`config.mk`:
```
export PLATFORM = sky130hd
export DESIGN_NAME = binary_run_encoder_flat
export DESIGN_NICKNAME = d
export VERILOG_FILES = /design/src/rtl/binary_run_encoder_if.sv /design/src/rtl/binary_run_encoder.sv /design/src/flat_wrapper.sv
export SDC_FILE = /design/constraint.sdc
export NUM_CORES = 1
export LEC_CHECK = 0
export CAP_MARGIN = 20
export CORE_ASPECT_RATIO = 1.4
export CORE_MARGIN = 2
export CORE_UTILIZATION = 57
export CTS_BUF_LIST = sky130_fd_sc_hd__clkbuf_4 sky130_fd_sc_hd__clkbuf_8
export DETAILED_ROUTE_END_ITERATION = 7
export PLACE_DENSITY = 0.76
export SYNTH_ARGS = -nofsm -noshare
export SYNTH_HDL_FRONTEND = slang
export SYNTH_SLANG_ARGS = --single-unit
export TNS_END_PERCENT = 100
```
`constraint.sdc`:
```
create_clock -name pclk -period 11.6 [get_ports pclk]
set_input_delay 3.48 -clock pclk [delete_from_list [all_inputs] [get_ports pclk]]
set_output_delay 3.48 -clock pclk [all_outputs]
set_load 0.05 [all_outputs]
```
`src/rtl/binary_run_encoder_if.sv`:
```
// Run-record stream from binary_run_encoder to the blob/centroid accumulator.
// The master presents the FIFO head; the slave accepts it with runReady.
interface binary_run_encoder_if #(
   parameter int unsigned COL_W = 10,
   parameter int unsigned ROW_W = 9
);
   logic             runValid;
   logic             runReady;
   logic [ROW_W-1:0] runRow;
   logic [COL_W-1:0] runStart;
   logic [COL_W-1:0] runEnd;
   logic             runFrameEnd;

   modport master (
      output runValid, runRow, runStart, runEnd, runFrameEnd,
      input  runReady
   );

   modport slave (
      input  runValid, runRow, runStart, runEnd, runFrameEnd,
      output runReady
   );
endinterface

```
`src/rtl/binary_run_encoder.sv`:
```
// Converts the binarized pixel stream into (row, start, end) foreground run records
// held in a small FWFT FIFO. Define FRAME_MARKER_EN to also queue a marker per vsync rise.
module binary_run_encoder #(
   parameter int unsigned COL_W      = 10,
   parameter int unsigned ROW_W      = 9,
   parameter int unsigned MIN_RUN    = 1,
   parameter int unsigned FIFO_DEPTH = 4
) (
   input  logic                 pclk,
   input  logic                 reset,
   input  logic                 bin,
   input  logic                 valid,
   input  logic                 hrefBin,
   input  logic                 vsyncBin,
   binary_run_encoder_if.master run,
   output logic                 overflow
);

   localparam int unsigned      PTR_W   = $clog2(FIFO_DEPTH);
   localparam logic [COL_W-1:0] COL_MAX = '1;
   localparam logic [COL_W-1:0] COL_ONE = COL_W'(1);
   localparam logic [ROW_W-1:0] ROW_MAX = '1;
   localparam logic [ROW_W-1:0] ROW_ONE = ROW_W'(1);
   localparam logic [COL_W:0]   MIN_LEN = (COL_W+1)'(MIN_RUN);
   localparam logic [COL_W:0]   LEN_ONE = (COL_W+1)'(1);
   localparam logic [PTR_W:0]   PTR_ONE = (PTR_W+1)'(1);

   localparam logic [0:0] IDLE   = 1'b0;
   localparam logic [0:0] IN_RUN = 1'b1;

   logic             href_q, vsync_q;
   logic             href_fall, vsync_rise, pix;
   logic [COL_W-1:0] col, last_col, run_start;
   logic [ROW_W-1:0] row;
   logic [0:0]       state;

   logic             close;
   logic [COL_W-1:0] close_end;
   logic [COL_W:0]   run_len;

   logic             push;
   logic [ROW_W-1:0] push_row;
   logic [COL_W-1:0] push_start, push_end;

   logic [PTR_W:0]   wr_ptr, rd_ptr;
   logic             empty, full, pop, wr_en;

   logic [ROW_W-1:0] mem_row   [FIFO_DEPTH];
   logic [COL_W-1:0] mem_start [FIFO_DEPTH];
   logic [COL_W-1:0] mem_end   [FIFO_DEPTH];
`ifdef FRAME_MARKER_EN
   logic             push_fe;
   logic             mem_fe    [FIFO_DEPTH];
`endif

   assign href_fall  = href_q & ~hrefBin;
   assign vsync_rise = vsyncBin & ~vsync_q;
   assign pix        = valid & hrefBin;

   // Close priority: foreground ends on a background pixel, then line end, then column saturation.
   always_comb begin
      close     = 1'b0;
      close_end = '0;
      if (state == IN_RUN && !vsync_rise) begin
         if (pix && !bin) begin
            close     = 1'b1;
            close_end = col - COL_ONE;
         end else if (href_fall) begin
            close     = 1'b1;
            close_end = last_col;
         end else if (pix && col == COL_MAX) begin
            close     = 1'b1;
            close_end = COL_MAX;
         end
      end
   end

   assign run_len = {1'b0, close_end} - {1'b0, run_start} + LEN_ONE;

   always_comb begin
      push       = 1'b0;
      push_row   = row;
      push_start = run_start;
      push_end   = close_end;
      if (close && run_len >= MIN_LEN)
         push = 1'b1;
`ifdef FRAME_MARKER_EN
      push_fe = 1'b0;
      if (vsync_rise) begin
         push       = 1'b1;
         push_start = '0;
         push_end   = '0;
         push_fe    = 1'b1;
      end
`endif
   end

   always_ff @(posedge pclk or posedge reset) begin
      if (reset) begin
         href_q    <= 1'b0;
         vsync_q   <= 1'b0;
         col       <= '0;
         last_col  <= '0;
         run_start <= '0;
         row       <= '0;
         state     <= IDLE;
      end else begin
         href_q  <= hrefBin;
         vsync_q <= vsyncBin;
         if (vsync_rise) begin
            col   <= '0;
            row   <= '0;
            state <= IDLE;
         end else begin
            if (href_fall) begin
               col <= '0;
               if (row != ROW_MAX)
                  row <= row + ROW_ONE;
            end else if (pix) begin
               last_col <= col;
               if (col != COL_MAX)
                  col <= col + COL_ONE;
            end
            if (close)
               state <= IDLE;
            else if (state == IDLE && pix && bin) begin
               state     <= IN_RUN;
               run_start <= col;
            end
         end
      end
   end

   assign empty = (wr_ptr == rd_ptr);
   assign full  = (wr_ptr[PTR_W] != rd_ptr[PTR_W]) &&
                  (wr_ptr[PTR_W-1:0] == rd_ptr[PTR_W-1:0]);
   assign pop   = !empty && run.runReady;
   assign wr_en = push && (!full || pop);

   // A drop sets overflow after the vsync clear so a dropped marker still reports.
   always_ff @(posedge pclk or posedge reset) begin
      if (reset) begin
         wr_ptr   <= '0;
         rd_ptr   <= '0;
         overflow <= 1'b0;
      end else begin
         if (wr_en)
            wr_ptr <= wr_ptr + PTR_ONE;
         if (pop)
            rd_ptr <= rd_ptr + PTR_ONE;
         if (vsync_rise)
            overflow <= 1'b0;
         if (push && full && !pop)
            overflow <= 1'b1;
      end
   end

   always_ff @(posedge pclk) begin
      if (wr_en) begin
         mem_row[wr_ptr[PTR_W-1:0]]   <= push_row;
         mem_start[wr_ptr[PTR_W-1:0]] <= push_start;
         mem_end[wr_ptr[PTR_W-1:0]]   <= push_end;
`ifdef FRAME_MARKER_EN
         mem_fe[wr_ptr[PTR_W-1:0]]    <= push_fe;
`endif
      end
   end

   assign run.runValid = !empty;
   assign run.runRow   = empty ? '0 : mem_row[rd_ptr[PTR_W-1:0]];
   assign run.runStart = empty ? '0 : mem_start[rd_ptr[PTR_W-1:0]];
   assign run.runEnd   = empty ? '0 : mem_end[rd_ptr[PTR_W-1:0]];
`ifdef FRAME_MARKER_EN
   assign run.runFrameEnd = empty ? 1'b0 : mem_fe[rd_ptr[PTR_W-1:0]];
`else
   assign run.runFrameEnd = 1'b0;
`endif

endmodule
```
`src/flat_wrapper.sv`:
```
// flat-port wrapper written by rule: the top's interface ports become plain ports
module binary_run_encoder_flat 
#(
   parameter int unsigned COL_W      = 10,
   parameter int unsigned ROW_W      = 9,
   parameter int unsigned MIN_RUN    = 1,
   parameter int unsigned FIFO_DEPTH = 4
)
  (pclk, reset, bin, valid, hrefBin, vsyncBin, overflow, run_runValid, run_runRow, run_runStart, run_runEnd, run_runFrameEnd, run_runReady);
  binary_run_encoder_if #(.COL_W(COL_W), .ROW_W(ROW_W)) run_i ();
  input  logic pclk;
  input  logic reset;
  input  logic bin;
  input  logic valid;
  input  logic hrefBin;
  input  logic vsyncBin;
  output logic overflow;
  output wire logic [$bits(run_i.runValid)-1:0] run_runValid;
  output wire logic [$bits(run_i.runRow)-1:0] run_runRow;
  output wire logic [$bits(run_i.runStart)-1:0] run_runStart;
  output wire logic [$bits(run_i.runEnd)-1:0] run_runEnd;
  output wire logic [$bits(run_i.runFrameEnd)-1:0] run_runFrameEnd;
  input wire logic [$bits(run_i.runReady)-1:0] run_runReady;
  assign run_runValid = run_i.runValid;
  assign run_runRow = run_i.runRow;
  assign run_runStart = run_i.runStart;
  assign run_runEnd = run_i.runEnd;
  assign run_runFrameEnd = run_i.runFrameEnd;
  assign run_i.runReady = run_runReady;
  binary_run_encoder #(.COL_W(COL_W), .ROW_W(ROW_W), .MIN_RUN(MIN_RUN), .FIFO_DEPTH(FIFO_DEPTH)) u_core (.pclk(pclk), .reset(reset), .bin(bin), .valid(valid), .hrefBin(hrefBin), .vsyncBin(vsyncBin), .run(run_i), .overflow(overflow));
endmodule
```
==> results_tabular.tex, run 1 <==
\begin{tabular}{lr}
\hline
Metric & Value \\
\hline
\multicolumn{2}{l}{\textbf{Worst setup path}} \\
Type of the worst setup path & in2reg \\
FF-to-FF Start & u\_core.col[0] \\
Worst path bufs/invs & 2 \\
Critical path depth & 16 \\
Worst Path Max Fanout & 29 \\
Crit-path cells & clkdlybuf4s50\_1, nand2b\_1, nand2\_1, o21ai\_0, or2\_2, a311oi\_1, ha\_1, ha\_1, a21o\_1, a221oi\_1, a21oi\_1, xor2\_1, a2111oi\_4, a211oi\_2, and2\_1, buf\_4 \\
Arrival time of data at the critical path endpoint & 8.46 ns \\
Worst setup path start & hrefBin \\
Library cell contributing the largest single delay on the critical path & a311oi\_1 \\
Most numerous cell on the critical path & ha\_1 \\
CP Capture Point & u\_core.mem\_start[1][1] \\
Path depth of the worst reg2reg path & 16 \\
Startpoint kind of the worst setup timing path & input pin \\
Worst R2R End & u\_core.mem\_start[1][1] \\
Delay of the slowest critical-path stage & 0.52 ns \\
R2R setup slack & 6.03 ns \\
Top cell family by delay on the critical path & compound AO/OA/AOI/OAI gates \\
Data required time of the critical path & 11.70 ns \\
CP endpoint kind & flop \\
\multicolumn{2}{l}{\textbf{GRT}} \\
Antenna violations before repair & 0 \\
Via count of the first global-routing pass & 4466 \\
First-pass GRT wire length & 23410 um \\
Global route total overflow & 0 \\
Largest net degree at the start of global routing & 50 \\
GR Util All Layers & 0.2216 \\
\multicolumn{2}{l}{\textbf{Clocking}} \\
CTS-repair resized insts & 0 \\
Postcts setup bufs & 0 \\
Hold bufs inserted after CTS & 0 \\
Number of clock sinks seen by CTS & 165 \\
Clock buffers created by TritonCTS & 17 \\
Library cell used as clock root buffer & clkbuf\_8 \\
Worst-path clk slew & 0.08 ns \\
Clock latency on the worst-skew pair & 0.45 ns \\
Bufs on Longest Clock Path & 2 \\
H-Tree Level Count & 4 \\
Clock tree from TritonCTS & done \\
\multicolumn{2}{l}{\textbf{Logic synthesis}} \\
Seq cells post-synth & 165 \\
List of most frequent post-synthesis cells & edfxtp\_1, dfrtp\_1, nor2\_1 \\
Share of synthesized area occupied by flip-flops and latches & 0.6291 \\
Yosys warning total & 0 \\
Xor/xnor cell area share of the yosys netlist & 0.03627 \\
Number of different library cells in the post-synthesis netlist & 53 \\
Proportion of register bits with asynchronous set or reset after synthesis & 0.2970 \\
Top area cells in the synthesized netlist & edfxtp\_1, dfrtp\_1, mux4\_2 \\
Post-synth net total & 551 \\
Most used DFF post-synth & edfxtp\_1 \\
Synth Instances & 515 \\
Synth Area in Simple Gates & 0.1006 \\
Mux contribution to synthesized area & 0.1073 \\
Post-synthesis cell area & 7486 sq um \\
Dominant combinational cell family by area after synthesis & multiplexers \\
Most used standard cell by instance count after synthesis & edfxtp\_1 \\
Largest area contributor in the netlist & edfxtp\_1 \\
Avg Synthesized Cell Area & 14.54 sq um \\
Post-synth top area share & 0.4653 \\
Post-synth EDFFs & 116 \\
Adder and majority gate portion of the synthesized area & 0.04947 \\
Complex-gate fraction of the synthesized area & 0.05315 \\
\multicolumn{2}{l}{\textbf{Timing}} \\
Unrepaired setup endpoints after global routing & false \\
Final worst-path setup slack & 3.232 ns \\
Max\_slew headroom & 0.3636 \\
Final-layout setup total negative slack & 0 ns \\
Min Tclk post-route & 8.368 ns \\
Upper clock frequency limit & 119.5 MHz \\
Final setup skew & 0.01056 ns \\
Finish-stage setup viols & 0 \\
Final Max Tran Viols & 0 \\
Total count of hold-check failures in the final report & 0 \\
Ratio of final minimum period to clock period & 0.7213 \\
Transition time at the pin with the least slew margin & 0.9526 ns \\
\multicolumn{2}{l}{\textbf{Floorplan}} \\
Area of the placeable core & 12810 sq um \\
Number of placed I/O pins & 39 \\
Chip width & 100.9 um \\
Floorplan row count & 49 \\
Area of the die & 14080 sq um \\
Initial standard-cell utilization of the core & 0.5842 \\
Die height & 139.6 um \\
\multicolumn{2}{l}{\textbf{Layout}} \\
ANT cells & 0 \\
Filler cell count in the final layout & 911 \\
Fin util & 0.6566 \\
Nets & 590 \\
Share of cells above drive strength 1 & 0.1605 \\
Area delta synth->final & 12.39\% \\
\multicolumn{2}{l}{\textbf{Power}} \\
Sw Ratio & 0.3954 \\
Proportion of power drawn by flip-flops and latches & 0.351 \\
Worst VDD drop & 0.1345 mV \\
Cell internal power dissipation & 1.164 mW \\
Net Switching & 0.7614 mW \\
Power share of the combinational group & 0.446 \\
Pwr per Cell Area & 228.9 nW/um\^{}2 \\
Proportion of power drawn by the clock network & 0.203 \\
Leak & 3.141 nW \\
\multicolumn{2}{l}{\textbf{Min path}} \\
Hold crit path type & reg2reg \\
\multicolumn{2}{l}{\textbf{Routing}} \\
Ratio of routed vias to standard cells & 6.010 \\
\# DRC & 0 \\
Post-route antenna net violation count & 0 \\
Wirelength per Cell & 20.02 um \\
Iteration count of the initial detailed-routing pass & 5 \\
Initial DRC Count & 301 \\
Detailed-route via count & 4327 \\
Detailed Route WL & 14410 um \\
\multicolumn{2}{l}{\textbf{Place}} \\
Final estimated routing congestion in global placement & 0.9114 \\
Setup slack at placement & 2.832 ns \\
Port buffer count & 37 \\
Post-detailed-placement half-perimeter wirelength & 9663 um \\
\multicolumn{2}{l}{\textbf{Run status}} \\
Outcome & finished clean \\
\multicolumn{2}{l}{\textbf{Flow run}} \\
\# Max-Cap Violations & 0 \\
\hline
\end{tabular}
-- metal layers --
| layer | wire length [um] | track usage | vias to the layer above |
|---|---|---|---|
| met4 | 255 | 0.07282 | 0 |
| met5 | 0 | 0 | - |
| met2 | 7951 | 0.3965 | 117 |
| li1 | - | - | 1995 |
| met1 | 5648 | 0.2700 | 2195 |
| met3 | 559 | 0.03666 | 20 |
-- final cells by class --
type,count,area [sq um],share of cell area
timing repair buffer,45,442.9,0.05265
tap,153,191.4,0.02275
sequential,165,4711,0.5599
multi-input combinational,305,2613,0.3105
clock inverter,13,125.1,0.01487
clock buffer,19,255.2,0.03034
inverter,20,75.07,0.008923
-- sequential cells by signal, summed over array words and instances (netlist names) --
register           count
u_core.mem_row        36
u_core.wr_ptr          3
u_core.mem_end        40
u_core.push_start     10
u_core.col            10
u_core.vsync_q         1
u_core.mem_start      40
u_core.rd_ptr          3
u_core.href_q          1
u_core.last_col       10
u_core.push_row        9
u_core.state           1
u_core.overflow        1
-- how the worst min path moves through the flow --
stage,from,endpoint,slack (ns),cells after the start
after CTS,u_core.wr_ptr[2],u_core.wr_ptr[2],0.50,1
after global placement,u_core.wr_ptr[2],u_core.wr_ptr[2],0.48,1
after global routing,u_core.wr_ptr[2],u_core.wr_ptr[2],0.52,1
after detailed placement,u_core.rd_ptr[2],u_core.rd_ptr[2],0.49,1
final,u_core.rd_ptr[2],u_core.rd_ptr[2],0.51,1
after floorplan,u_core.wr_ptr[2],u_core.wr_ptr[2],0.46,1
-- power groups by stage --
| stage | combinational (mW) | sequential, mW | clock (mW) |
|---|---|---|---|
| 3_5_place_dp | 0.866 | 0.689 | 0 |
| 5_1_grt | 0.909 | 0.679 | 0.423 |
| 3_3_place_gp | 0.853 | 0.688 | 0 |
| 2_1_floorplan | 0.627 | 0.684 | 0 |
| 6_report | 0.859 | 0.676 | 0.391 |
| 4_1_cts | 0.869 | 0.676 | 0.400 |
-- cells in the final DEF (no fill, tap or decap), types with 3 or more instances in the layout --
master	Yosys	routed
or3_1	3	3
inv_1	20	19
clkinvlp_4	0	3
clkbuf_8	0	18
xnor2_1	13	13
clkdlybuf4s50_1	0	37
mux2_2	12	12
o21ai_0	17	17
nand2_1	32	32
and2_1	32	32
a2111oi_0	3	3
a21o_1	3	3
nor2_1	42	42
nor4_1	3	3
a21oi_1	11	11
ha_1	28	28
nand4_1	5	5
dfrtp_1	49	48
clkinv_4	0	3
buf_4	1	7
xor2_1	18	18
and3_1	3	3
nand3_1	6	6
inv_6	0	3
mux4_2	29	29
and4_1	5	5
edfxtp_1	116	116
o22ai_1	7	7
-- metrics by stage --
| stage | hold slack (ns) | cell area, sq um | power, mW | instances |
|---|---|---|---|---|
| floorplan | 0.4617 | 7486 | 1.311 | 515 |
| global placement | 0.4771 | 8013 | 1.541 | 687 |
| detailed placement | 0.4860 | 8013 | 1.556 | 687 |
| CTS | 0.5019 | 8393 | 1.945 | 719 |
| global route | 0.5182 | 8413 | 2.011 | 720 |
| finish | 0.5069 | 8413 | 1.926 | 720 |
-- cells by family (layout without fill, tap and decap cells) --
kind of cell	Yosys count	count (layout)
compound gates	56	56
xor+xnor	31	31
fa+ha+maj	29	29
buf+inv	45	97
flops	165	165
mux	42	42
other cells	1	1
simple gates	146	146
(Power assumes the default switching activity.)
==> run 2, diff against run 1 <==
==> constraint.sdc (replaced) <==
create_clock -name pclk -period 8.4 [get_ports pclk]
set_input_delay 2.52 -clock pclk [delete_from_list [all_inputs] [get_ports pclk]]
set_output_delay 2.52 -clock pclk [all_outputs]
set_load 0.05 [all_outputs]
==> run 2 against run 1 <==
Net effect:
- routed wire length rose by 2.0%
- total power rose by 40%
- die area did not move
- final cell count rose by 0.42%
- non-clock buffer count rose by 3
- largest power group unchanged
==> results_tabular.tex, run 2 (synthesis gave the netlist of run 1 again) <==
\begin{tabular}{lr}
\hline
Metric & Value \\
\hline
\multicolumn{2}{l}{\textbf{Worst setup path}} \\
Worst setup path start & hrefBin \\
Delay of the slowest critical-path stage & 0.60 ns (+0.08 ns) \\
Path depth of the worst reg2reg path & 16 (unchanged) \\
Data required time of the critical path & 8.53 ns (-3.17 ns) \\
Arrival time of data at the critical path endpoint & 7.57 ns (-0.89 ns) \\
Worst R2R End & u\_core.mem\_end[0][8] \\
FF-to-FF Start & u\_core.col[0] \\
Library cell contributing the largest single delay on the critical path & and2\_1 \\
Worst Path Max Fanout & 17 (-41\%) \\
CP endpoint kind & flop \\
Type of the worst setup path & in2reg \\
Startpoint kind of the worst setup timing path & input pin \\
Crit-path cells & clkdlybuf4s50\_1, nand2b\_1, nand2\_1, o21ai\_0, or2\_2, nor2\_1, ha\_1, fa\_1, a21o\_1, a221oi\_1, a21oi\_1, xor2\_1, a2111oi\_4, a211oi\_2, and2\_1, buf\_4 \\
R2R setup slack & 2.59 ns (-3.44 ns) \\
\multicolumn{2}{l}{\textbf{Timing}} \\
Ratio of final minimum period to clock period & 0.8850 \\
Final-layout setup total negative slack & 0 ns (unchanged) \\
Upper clock frequency limit & 134.5 MHz \\
Max\_slew headroom & 0.3582 (-0.005463) \\
Final Max Tran Viols & 0 (unchanged) \\
Final setup skew & 0.01656 ns (+0.005994 ns) \\
Transition time at the pin with the least slew margin & 0.9608 ns (+0.008178 ns) \\
Finish-stage setup viols & 0 (unchanged) \\
Min Tclk post-route & 7.434 ns \\
Total count of hold-check failures in the final report & 0 (unchanged) \\
Unrepaired setup endpoints after global routing & false \\
\multicolumn{2}{l}{\textbf{Routing}} \\
Detailed-route via count & 4318 (-0.21\%) \\
Initial DRC Count & 214 (-29\%) \\
Detailed Route WL & 14700 um (+2.0\%) \\
Iteration count of the initial detailed-routing pass & 4 (-1) \\
Post-route antenna net violation count & 0 (unchanged) \\
\# DRC & 0 (unchanged) \\
Ratio of routed vias to standard cells & 5.972 (-0.62\%) \\
Wirelength per Cell & 20.33 um (+1.6\%) \\
\multicolumn{2}{l}{\textbf{GRT}} \\
Antenna violations before repair & 0 (unchanged) \\
Largest net degree at the start of global routing & 50 (unchanged) \\
Global route total overflow & 0 (unchanged) \\
Via count of the first global-routing pass & 4405 (-1.4\%) \\
GR Util All Layers & 0.2251 (+0.003502) \\
First-pass GRT wire length & 23430 um (about the same) \\
\multicolumn{2}{l}{\textbf{Layout}} \\
Area delta synth->final & 12.77\% \\
Filler cell count in the final layout & 889 (-2.4\%) \\
Summed area of non-filler cells in the final layout & 8442 sq um (+0.34\%) \\
Nets & 593 (+0.51\%) \\
ANT cells & 0 (unchanged) \\
Most frequent standard cell in the layout excluding fill and tap cells & edfxtp\_1 \\
Leading cell types in the layout, fill and taps excluded & edfxtp\_1, dfrtp\_1, nor2\_1 \\
Share of cells above drive strength 1 & 0.1667 (+0.006173) \\
\multicolumn{2}{l}{\textbf{Clocking}} \\
Postcts setup bufs & 0 (unchanged) \\
H-Tree Level Count & 4 (unchanged) \\
Number of clock sinks seen by CTS & 165 (unchanged) \\
CTS-repair resized insts & 0 (unchanged) \\
Worst-path clk slew & 0.08 ns (about the same) \\
Bufs on Longest Clock Path & 2 (unchanged) \\
Clock buffers created by TritonCTS & 17 (unchanged) \\
Hold bufs inserted after CTS & 0 (unchanged) \\
Clock latency on the worst-skew pair & 0.45 ns (about the same) \\
Library cell used as clock root buffer & clkbuf\_8 \\
Clock tree from TritonCTS & done \\
\multicolumn{2}{l}{\textbf{Min path}} \\
Worst-case hold path end point & u\_core.wr\_ptr[2] \\
Startpoint of the lowest-slack hold path & u\_core.wr\_ptr[2] \\
Hold crit path type & reg2reg \\
Number of instances on the worst hold path & 1 (unchanged) \\
\multicolumn{2}{l}{\textbf{Run status}} \\
Outcome & finished clean \\
\multicolumn{2}{l}{\textbf{Power}} \\
Pwr per Cell Area & 318.3 nW/um\^{}2 (+39\%) \\
Leak & 3.167 nW (+0.84\%) \\
Worst VDD drop & 0.1657 mV (+23\%) \\
Tot Pwr & 2.687 mW (+40\%) \\
\multicolumn{2}{l}{\textbf{Flow run}} \\
\# Max-Cap Violations & 0 (unchanged) \\
\multicolumn{2}{l}{\textbf{Floorplan}} \\
Area of the placeable core & 12810 sq um (unchanged) \\
Initial standard-cell utilization of the core & 0.5842 (unchanged) \\
Floorplan row count & 49 (unchanged) \\
Die height & 139.6 um (unchanged) \\
Chip width & 100.9 um (unchanged) \\
Number of placed I/O pins & 39 (unchanged) \\
Area of the die & 14080 sq um (unchanged) \\
\multicolumn{2}{l}{\textbf{Place}} \\
Area post-placement & 8035 sq um (+0.28\%) \\
Final estimated routing congestion in global placement & 0.9143 (+0.32\%) \\
Post-detailed-placement half-perimeter wirelength & 10180 um (+5.3\%) \\
Port buffer count & 37 (unchanged) \\
\hline
\end{tabular}
-- run 2: worst max path at each step --
stage / to / slack (ns) / depth (start not counted)
after CTS: u_core.mem_end[0][8] / 0.97 / 16
after global placement: u_core.mem_start[0][6] / 0.69 / 17
after floorplan: u_core.mem_end[3][0] / 0.41 / 15
after detailed placement: u_core.mem_start[0][5] / 0.48 / 16
final: u_core.mem_end[0][8] / 0.97 / 16
after global routing: u_core.mem_end[0][8] / 0.65 / 17
-- run 2: final cells by class --
type | instances | area (sq um) | share of cell area
multi-input cells | 305 | 2613 | 0.3095
flip-flops and latches | 165 | 4711 | 0.5580
clock inverters | 13 | 136.4 | 0.01616
clock buffers | 19 | 255.2 | 0.03024
inverters | 20 | 75.07 | 0.008893
repair buffers | 48 | 460.4 | 0.05454
well taps | 153 | 191.4 | 0.02268
-- run 2: power breakdown --
group	switching [mW]	total, mW	internal (mW)	leakage (nW)
Combinational	0.739	1.20	0.462	1.23
Clock	0.296	0.551	0.255	0.200
Sequential	0.0296	0.935	0.905	1.74
-- run 2: per-stage QoR --
step	hold WS, ns	setup slack, ns	util	std cells
after floorplan	0.4617	0.4053	-	515
after global placement	0.4793	0.6940	0.6271	690
after detailed placement	0.4764	0.4846	0.6271	690
after CTS	0.4921	0.9685	0.6577	722
after global routing	0.5153	0.6517	0.6588	723
final	0.4947	0.9657	0.6588	723
-- run 2: worst max-delay path, delay by kind of cell --
kind | cells | cell delay (ns)
and+or+nand+nor | 5 | 1.75
buffers and inverters | 2 | 0.82
AOI/OAI and AO/OA | 6 | 1.38
xor gates and xnor gates | 1 | 0.24
adders and majority gates | 2 | 0.84
-- run 2: per-layer routing --
layer	up-vias	part of all wire	track usage
met3	21	0.038	0.05023
li1	1992	-	-
met2	99	0.55	0.3993
met5	-	0	0
met4	0	0.016	0.06921
met1	2206	0.40	0.2707
